### src/rtl/hs4_responder_if.sv
// Bundle between a 4-phase req/ack sender, the hs4_responder and its local consumer.
// master = sender/consumer side, slave = responder side.
interface hs4_responder_if #(
   parameter int unsigned DATA_W = 8,
   parameter int unsigned CNT_W  = 8
);
   logic              req_in;
   logic [DATA_W-1:0] data_in;
   logic              ack_out;
   logic [DATA_W-1:0] dout;
   logic              dout_valid;
   logic              dout_ready;
   logic              busy;
   logic [CNT_W-1:0]  xfer_cnt;
   logic              proto_err;
   logic              timeout_err;

   modport master (
      output req_in, data_in, dout_ready,
      input  ack_out, dout, dout_valid, busy, xfer_cnt, proto_err, timeout_err
   );

   modport slave (
      input  req_in, data_in, dout_ready,
      output ack_out, dout, dout_valid, busy, xfer_cnt, proto_err, timeout_err
   );
endinterface

### src/rtl/hs4_responder.sv
// Destination end of a 4-phase req/ack handshake: synchronises req, captures data, delivers
// it over valid/ready and returns a registered ack. Optional WAIT_LOW timeout: HS4_TIMEOUT_EN.
module hs4_responder #(
   parameter int unsigned DATA_W      = 8,
   parameter int unsigned SYNC_STAGES = 2,
   parameter int unsigned CNT_W       = 8,
   parameter int unsigned TIMEOUT_CYC = 255
) (
   input logic            clk,
   input logic            rst,
   hs4_responder_if.slave bus
);

   typedef enum logic [1:0] {StIdle, StDeliver, StWaitLow, StDrain} state_e;

   state_e                  r_state;
   logic [SYNC_STAGES-1:0]  r_sync;
   logic                    w_req_sync;
   logic                    r_ack;
   logic [DATA_W-1:0]       r_dout;
   logic                    r_dout_valid;
   logic [CNT_W-1:0]        r_xfer_cnt;
   logic                    r_proto_err;

   // Only this chain ever looks at the asynchronous req_in.
   always_ff @(posedge clk or posedge rst) begin
      if (rst) begin
         r_sync <= '0;
      end else begin
         r_sync <= {r_sync[SYNC_STAGES-2:0], bus.req_in};
      end
   end

   assign w_req_sync = r_sync[SYNC_STAGES-1];

`ifdef HS4_TIMEOUT_EN
   localparam int unsigned TcntW = $clog2(TIMEOUT_CYC + 1);

   logic             r_timeout_err;
   logic [TcntW-1:0] r_tcnt;
   logic [TcntW-1:0] w_tcnt_nxt;

   assign w_tcnt_nxt      = r_tcnt + TcntW'(1);
   assign bus.timeout_err = r_timeout_err;
`else
   logic w_unused_timeout;

   assign w_unused_timeout = ^TIMEOUT_CYC;
   assign bus.timeout_err  = 1'b0;
`endif

   always_ff @(posedge clk or posedge rst) begin
      if (rst) begin
         r_state      <= StIdle;
         r_ack        <= 1'b0;
         r_dout       <= '0;
         r_dout_valid <= 1'b0;
         r_xfer_cnt   <= '0;
         r_proto_err  <= 1'b0;
`ifdef HS4_TIMEOUT_EN
         r_timeout_err <= 1'b0;
         r_tcnt        <= '0;
`endif
      end else begin
         case (r_state)
            StIdle: begin
               if (w_req_sync) begin
                  r_dout       <= bus.data_in;
                  r_dout_valid <= 1'b1;
                  r_state      <= StDeliver;
               end
            end
            StDeliver: begin
               // Early req drop is flagged but the held word is still delivered.
               if (!w_req_sync) begin
                  r_proto_err <= 1'b1;
               end
               if (r_dout_valid && bus.dout_ready) begin
                  r_dout_valid <= 1'b0;
                  r_ack        <= 1'b1;
                  r_xfer_cnt   <= r_xfer_cnt + CNT_W'(1);
                  r_state      <= StWaitLow;
`ifdef HS4_TIMEOUT_EN
                  r_tcnt       <= '0;
`endif
               end
            end
            StWaitLow: begin
               if (!w_req_sync) begin
                  r_ack   <= 1'b0;
                  r_state <= StIdle;
               end
`ifdef HS4_TIMEOUT_EN
               else if (w_tcnt_nxt == TcntW'(TIMEOUT_CYC)) begin
                  r_timeout_err <= 1'b1;
                  r_ack         <= 1'b0;
                  r_state       <= StDrain;
               end else begin
                  r_tcnt <= w_tcnt_nxt;
               end
`endif
            end
            StDrain: begin
               if (!w_req_sync) begin
                  r_state <= StIdle;
               end
            end
            default: r_state <= StIdle;
         endcase
      end
   end

   assign bus.ack_out    = r_ack;
   assign bus.dout       = r_dout;
   assign bus.dout_valid = r_dout_valid;
   assign bus.xfer_cnt   = r_xfer_cnt;
   assign bus.proto_err  = r_proto_err;
   assign bus.busy       = (r_state != StIdle);

endmodule

### src/flat_wrapper.sv
// flat-port wrapper written by rule: the top's interface ports become plain ports
module hs4_responder_flat 
#(
   parameter int unsigned DATA_W      = 8,
   parameter int unsigned SYNC_STAGES = 2,
   parameter int unsigned CNT_W       = 8,
   parameter int unsigned TIMEOUT_CYC = 255
)
  (clk, rst, bus_req_in, bus_data_in, bus_dout_ready, bus_ack_out, bus_dout, bus_dout_valid, bus_busy, bus_xfer_cnt, bus_proto_err, bus_timeout_err);
  hs4_responder_if #(.DATA_W(DATA_W), .CNT_W(CNT_W)) bus_i ();
  input logic clk;
  input logic rst;
  input wire logic [$bits(bus_i.req_in)-1:0] bus_req_in;
  input wire logic [$bits(bus_i.data_in)-1:0] bus_data_in;
  input wire logic [$bits(bus_i.dout_ready)-1:0] bus_dout_ready;
  output wire logic [$bits(bus_i.ack_out)-1:0] bus_ack_out;
  output wire logic [$bits(bus_i.dout)-1:0] bus_dout;
  output wire logic [$bits(bus_i.dout_valid)-1:0] bus_dout_valid;
  output wire logic [$bits(bus_i.busy)-1:0] bus_busy;
  output wire logic [$bits(bus_i.xfer_cnt)-1:0] bus_xfer_cnt;
  output wire logic [$bits(bus_i.proto_err)-1:0] bus_proto_err;
  output wire logic [$bits(bus_i.timeout_err)-1:0] bus_timeout_err;
  assign bus_i.req_in = bus_req_in;
  assign bus_i.data_in = bus_data_in;
  assign bus_i.dout_ready = bus_dout_ready;
  assign bus_ack_out = bus_i.ack_out;
  assign bus_dout = bus_i.dout;
  assign bus_dout_valid = bus_i.dout_valid;
  assign bus_busy = bus_i.busy;
  assign bus_xfer_cnt = bus_i.xfer_cnt;
  assign bus_proto_err = bus_i.proto_err;
  assign bus_timeout_err = bus_i.timeout_err;
  hs4_responder #(.DATA_W(DATA_W), .SYNC_STAGES(SYNC_STAGES), .CNT_W(CNT_W), .TIMEOUT_CYC(TIMEOUT_CYC)) u_core (.clk(clk), .rst(rst), .bus(bus_i));
endmodule
### config.mk
export PLATFORM = sky130hd
export DESIGN_NAME = hs4_responder_flat
export DESIGN_NICKNAME = d
export VERILOG_FILES = /design/src/rtl/hs4_responder_if.sv /design/src/rtl/hs4_responder.sv /design/src/flat_wrapper.sv
export SDC_FILE = /design/constraint.sdc
export NUM_CORES = 1
export LEC_CHECK = 0
export CORE_ASPECT_RATIO = 1.4
export CORE_UTILIZATION = 43
export DETAILED_ROUTE_END_ITERATION = 10
export GPL_ROUTABILITY_DRIVEN = 0
export PLACE_DENSITY_LB_ADDON = 0.08
export SYNTH_ARGS = -nofsm -noshare
export SYNTH_HDL_FRONTEND = slang
export SYNTH_SLANG_ARGS = --single-unit
### constraint.sdc
create_clock -name clk -period 1.92 [get_ports clk]
set_clock_uncertainty 0.1 [all_clocks]
set_input_delay 0.576 -clock clk [delete_from_list [all_inputs] [get_ports clk]]
set_output_delay 0.576 -clock clk [all_outputs]
set_load 0.02 [all_outputs]
Yosys cells after proc, flatten, opt, wreduce, memory -nomap -nowiden
Index checks and enable logic that the tools add are counted.
{"block": "totals", "regBits": 23, "inputBits": 12}
{"block": "op_classes", "addsub": 1, "n_eq_ne": 7, "muxes": 10, "bitwise": 1, "reduce_logical": 12}
{"cell": "3-bit AND reduction", "n": 3}
{"cell": "8-bit by 1-bit adder with 8-bit output (second input constant)", "n": 1}
{"cell": "2-bit 2-to-1 mux", "n": 3}
{"cell": "2-bit one-hot mux with 3 select lines", "n": 1}
{"cell": "2-bit AND reduction", "n": 3}
{"cell": "2-bit nonzero test", "n": 3}
{"cell": "2-bit == test (second input constant)", "n": 2}
{"cell": "1-bit 2-to-1 mux", "n": 4}
{"cell": "2-bit by 1-bit != test with 1-bit output (second input constant)", "n": 2}
{"cell": "2-bit != test (second input constant)", "n": 2}
{"cell": "1-bit one-hot mux with 2 select lines", "n": 2}
{"cell": "2-bit by 1-bit == test with 1-bit output (second input constant)", "n": 1}
{"cell": "2-bit logical NOT", "n": 1}
{"cell": "2-bit OR reduction", "n": 1}
{"cell": "1-bit logical AND", "n": 1}
{"cell": "1-bit NOT", "n": 1}

Logic depth before layout (Yosys ltp)
{"block": "depth", "depth_word": 4, "ltp_mapped": 4}

Worst setup path before layout
OpenSTA, ideal clock, no wires.
{"block": "synth_timing", "path_type": "register -> register", "startpoint": "register u_core.r_state[0]", "endpoint": "register u_core.r_dout[0], in the netlist u_core.bus.dout[0]", "setup_time_ns": 0.125, "t_arrival_ns": 1.319, "required_time_ns": 1.695, "slack_ns": 0.377, "path_stages_with_launch": 4, "path_cell_list": "dfrtp_1 or2_2 nor2_8 mux2_2"}
{"block": "synth_via", "elab_chain_len": 2}
{"item": "start, declared", "line_no": "hs4_responder.sv:16", "source": "state_e r_state;"}
{"item": "start signal, assigned", "line_no": "hs4_responder.sv:54", "source": "r_state <= StIdle;"}
{"item": "start signal, assigned", "line_no": "hs4_responder.sv:70", "source": "r_state <= StDeliver;"}
{"item": "start signal, assigned", "line_no": "hs4_responder.sv:82", "source": "r_state <= StWaitLow;"}
{"item": "2-bit logical NOT", "line_no": "hs4_responder.sv:65", "source": "case (r_state)"}
{"item": "2-bit AND reduction (no source line)"}
{"item": "end signal, assigned", "line_no": "hs4_responder.sv:68", "source": "r_dout <= bus.data_in;"}
{"item": "end, declared", "line_no": "hs4_responder.sv:20", "source": "logic [DATA_W-1:0] r_dout;"}
Every way passes these cells.
A chain may end at the register's enable or synchronous reset.

Worst setup path in the final report
{"block": "layout_timing", "startpoint": "register u_core.r_state[1]", "endpoint": "output bus_busy"}
{"block": "layout_via", "elab_chain_len": 1}
{"item": "2-bit nonzero test", "line_no": "hs4_responder.sv:118", "source": "assign bus.busy = (r_state != StIdle);"}
{"item": "end, declared", "line_no": "flat_wrapper.sv:19", "source": "output wire logic [$bits(bus_i.busy)-1:0] bus_busy;"}
Every way passes these cells.

==> flow_summary.toml <==
[timing]
hold_viol_final = 0
setup_tns_ns = 0
setup_violations = 0
fin_crit_ns = 1.83
max_freq_mhz = 546
rsz0062_at_grt = "no"
finalCritPeriodShare_pct = 95.4
drv_slew = 0

[clock_tree]
h-tree-depth = 1
cts_max_path_buffers = 2
clk_pin_slew_ns = 0.12
clk_latency_ns = 0.30
clock-sinks = 23
numCtsBuffers = 3
cts_tree = "built"
post_cts_buffers = 0
cts_root_buf = "clkbuf_4"

[worst_setup_path]
max_stage_delay_ns = 0.39
worstReg2RegEnd = "u_core.bus.dout[4]$_DFFE_PP0P_"
crit_buf_inv = 1
endpoint_kind = "primary output"
path_cells = "or2_2 > buf_2"
slowest_stage = "dfrtp_1"
regToRegSetupSlack_ns = 0.37
crit_family = "flip-flops"
critPathMaxFanout = 2
r2r-start = "u_core.r_state[1]$_DFFE_PP0P_"
arrival_ns = 1.16
crit_type = "flop to primary output"
crit_required_ns = 1.24
cp_num_cells = 2
rr_worst_depth = 4
start_kind = "flop"

[layout]
final-seq-area_sq_um = 576
insertedDiodeCount = 0
syn2layout_area_growth_pct = 39.2
multi_input_area_sq_um = 354
nets = 123
stdcell_area_sq_mm = 0.00132
final_layout_size_suffix_gt1_share_pct = 23.9
nFillCells = 184

[yosys]
ys_seq_elements = 23
synth.distinct_cells = 24
syn_nets = 82
synth.avg_cell_area_sq_um = 13.7
yosys_warnings = 0
seq_area_frac_synth_pct = 60.7
syn_area_sq_um = 948
netlist_instances = 69

[global_route]
grt_antenna_before_repair = 0
grt_pass1_vias = 654
track_usage_pct = 14.7
grt_max_degree = 24
grt_pass1_wl_um = 2750
grt_overflow = 0

[die]
coreArea_sq_mm = 0.00202
fp.dieW_um = 41.7
die_y_um = 57.6
io_pins = 33
dieArea_sq_mm = 0.00240
start_util_pct = 46.9
num_rows = 19

[drt]
drtIter0Drc = 0
finalWirelength_um = 1590
wire_per_inst_um = 12.2
ant_nets = 0
firstDrtPassIters = 1
vias = 659
drc_errors = 0
vias_per_cell = 5.07

[pwr]
p_leak_nw = 0.661
p_per_area_mw_per_mm2 = 1390
ir_drop_v = 0.000780

[run]
drv_cap = 0

[placed_design]
placed_cell_area_sq_mm = 0.00132
dp_hpwl_um = 1250
io_buffer_count = 31

[worst_hold_path]
whs_path_depth = 0
hold_end = "u_core.r_sync[1]$_DFF_PP0_"
min_from = "u_core.r_sync[0]$_DFF_PP0_"
min_path_type = "flop to flop"

[outcome]
status = "finished, final reports clean"
-- timing repair --
item	CTS	global route
resized for setup	23	0
setup endpoints to repair	20	0
hold endpoints to repair	0	0
hold buffers	0	0
-- per-stage QoR --
| step | hold slack [ns] | power (W) | setup WS (ns) | util (%) | cells |
|---|---|---|---|---|---|
| after global placement | 0.234 | 0.00174 | 0.0104 | 65.4 | 126 |
| after floorplan | 0.231 | 0.00129 | 0.377 | - | 69 |
| after global routing | 0.273 | 0.00195 | 0.0389 | 65.3 | 130 |
| after CTS | 0.270 | 0.00186 | 0.0729 | 65.3 | 130 |
| after detailed placement | 0.241 | 0.00176 | -0.0280 | 65.4 | 126 |
| final | 0.264 | 0.00183 | 0.0884 | 65.3 | 130 |
-- cell usage after synthesis --
library cell  number  area share [%]
dfrtp_1           23              61
mux2_2             8             9.5
nand2_1            7             2.8
xor2_1             4             3.7
inv_1              3             1.2
xnor2_1            3             2.8
nand3_1            2             1.1
nor3_1             2             1.1
o21ai_0            2             1.1
a21o_1             1            0.79
a21o_2             1            0.92
a21oi_1            1            0.53
a31o_2             1            0.92
and4b_2            1             1.2
buf_4              1            0.79
conb_1             1            0.40
ha_1               1             1.3
nand4_1            1            0.66
nand4b_4           1             2.5
nor2_1             1            0.40
nor2_8             1             2.1
nor4_4             1             2.2
or2_2              1            0.66
or3_2              1            0.79
-- cell families (layout without fill, tap and decap cells) --
| kind of cell | after synthesis | count (layout) | synth area share (%) |
|---|---|---|---|
| xor+xnor | 7 | 7 | 6.46 |
| mux | 8 | 8 | 9.50 |
| other cells | 1 | 1 | 0.395 |
| flops | 23 | 23 | 60.7 |
| simple gates | 19 | 19 | 15.4 |
| buf+inv | 4 | 44 | 1.98 |
| fa+ha+maj | 1 | 1 | 1.32 |
| compound gates | 6 | 6 | 4.22 |
-- worst max path at each step --
| stage | start | endpoint |
|---|---|---|
| after floorplan | u_core.r_state[0]$_DFFE_PP0P_ | u_core.bus.dout[0]$_DFFE_PP0P_ |
| after global placement | bus_dout_ready | u_core.bus.xfer_cnt[7]$_DFFE_PP0P_ |
| after detailed placement | bus_dout_ready | u_core.bus.xfer_cnt[7]$_DFFE_PP0P_ |
| after CTS | u_core.r_state[1]$_DFFE_PP0P_ | bus_busy |
| after global routing | u_core.r_state[1]$_DFFE_PP0P_ | bus_busy |
| final | u_core.r_state[1]$_DFFE_PP0P_ | bus_busy |
-- power by group --
| part | internal [W] | leakage [nW] | switching (W) | total [W] |
|---|---|---|---|---|
| registers | 0.000653 | 0.277 | 0.000119 | 0.000772 |
| clock network | 0.0000810 | 0.0150 | 0.000138 | 0.000219 |
| logic | 0.000400 | 0.369 | 0.000439 | 0.000839 |
-- routing by layer --
layer	track usage (%)	up-vias	part of all wire, %
li1	-	314	-
met1	16.6	322	42
met2	27.7	21	52
met3	1.90	2	4.2
met4	5.53	0	1.0
met5	0	-	0
-- layout by cell type (no fill, tap or decap) --
master and instances:
dlygate4sd2_1 19, or3_2 1, o21ai_0 2, nand2_1 7, a31o_2 1, conb_1 1, dfrtp_1 23, a21o_2 1
nand4_1 1, and4b_2 1, buf_2 1, xor2_1 4, inv_1 3, a21oi_1 1, clkbuf_4 3, nand4b_4 1
ha_1 1, nor2_1 1, clkbuf_1 1, nand3_1 2, or2_2 1, a21o_1 1, mux2_2 8, buf_4 6
nor4_4 1, nor3_1 2, nor2_8 1, xnor2_1 3, clkdlybuf4s50_1 11
-- registers in the layout (all words and copies together), names as in the netlist --
| signal | count |
|---|---|
| u_core.bus.dout_valid | 1 |
| u_core.bus.dout | 8 |
| u_core.bus.ack_out | 1 |
| u_core.bus.proto_err | 1 |
| u_core.r_sync | 2 |
| u_core.bus.xfer_cnt | 8 |
| u_core.r_state | 2 |
-- cell type report --
cell class                 instances  area share [%]
clock buffer                       4            1.99
timing repair buffer              37            24.7
inverter                           3           0.853
tap                               21            1.99
multi-input combinational         42            26.8
sequential                        23            43.6
No activity file was read; power rests on OpenSTA's default activity.
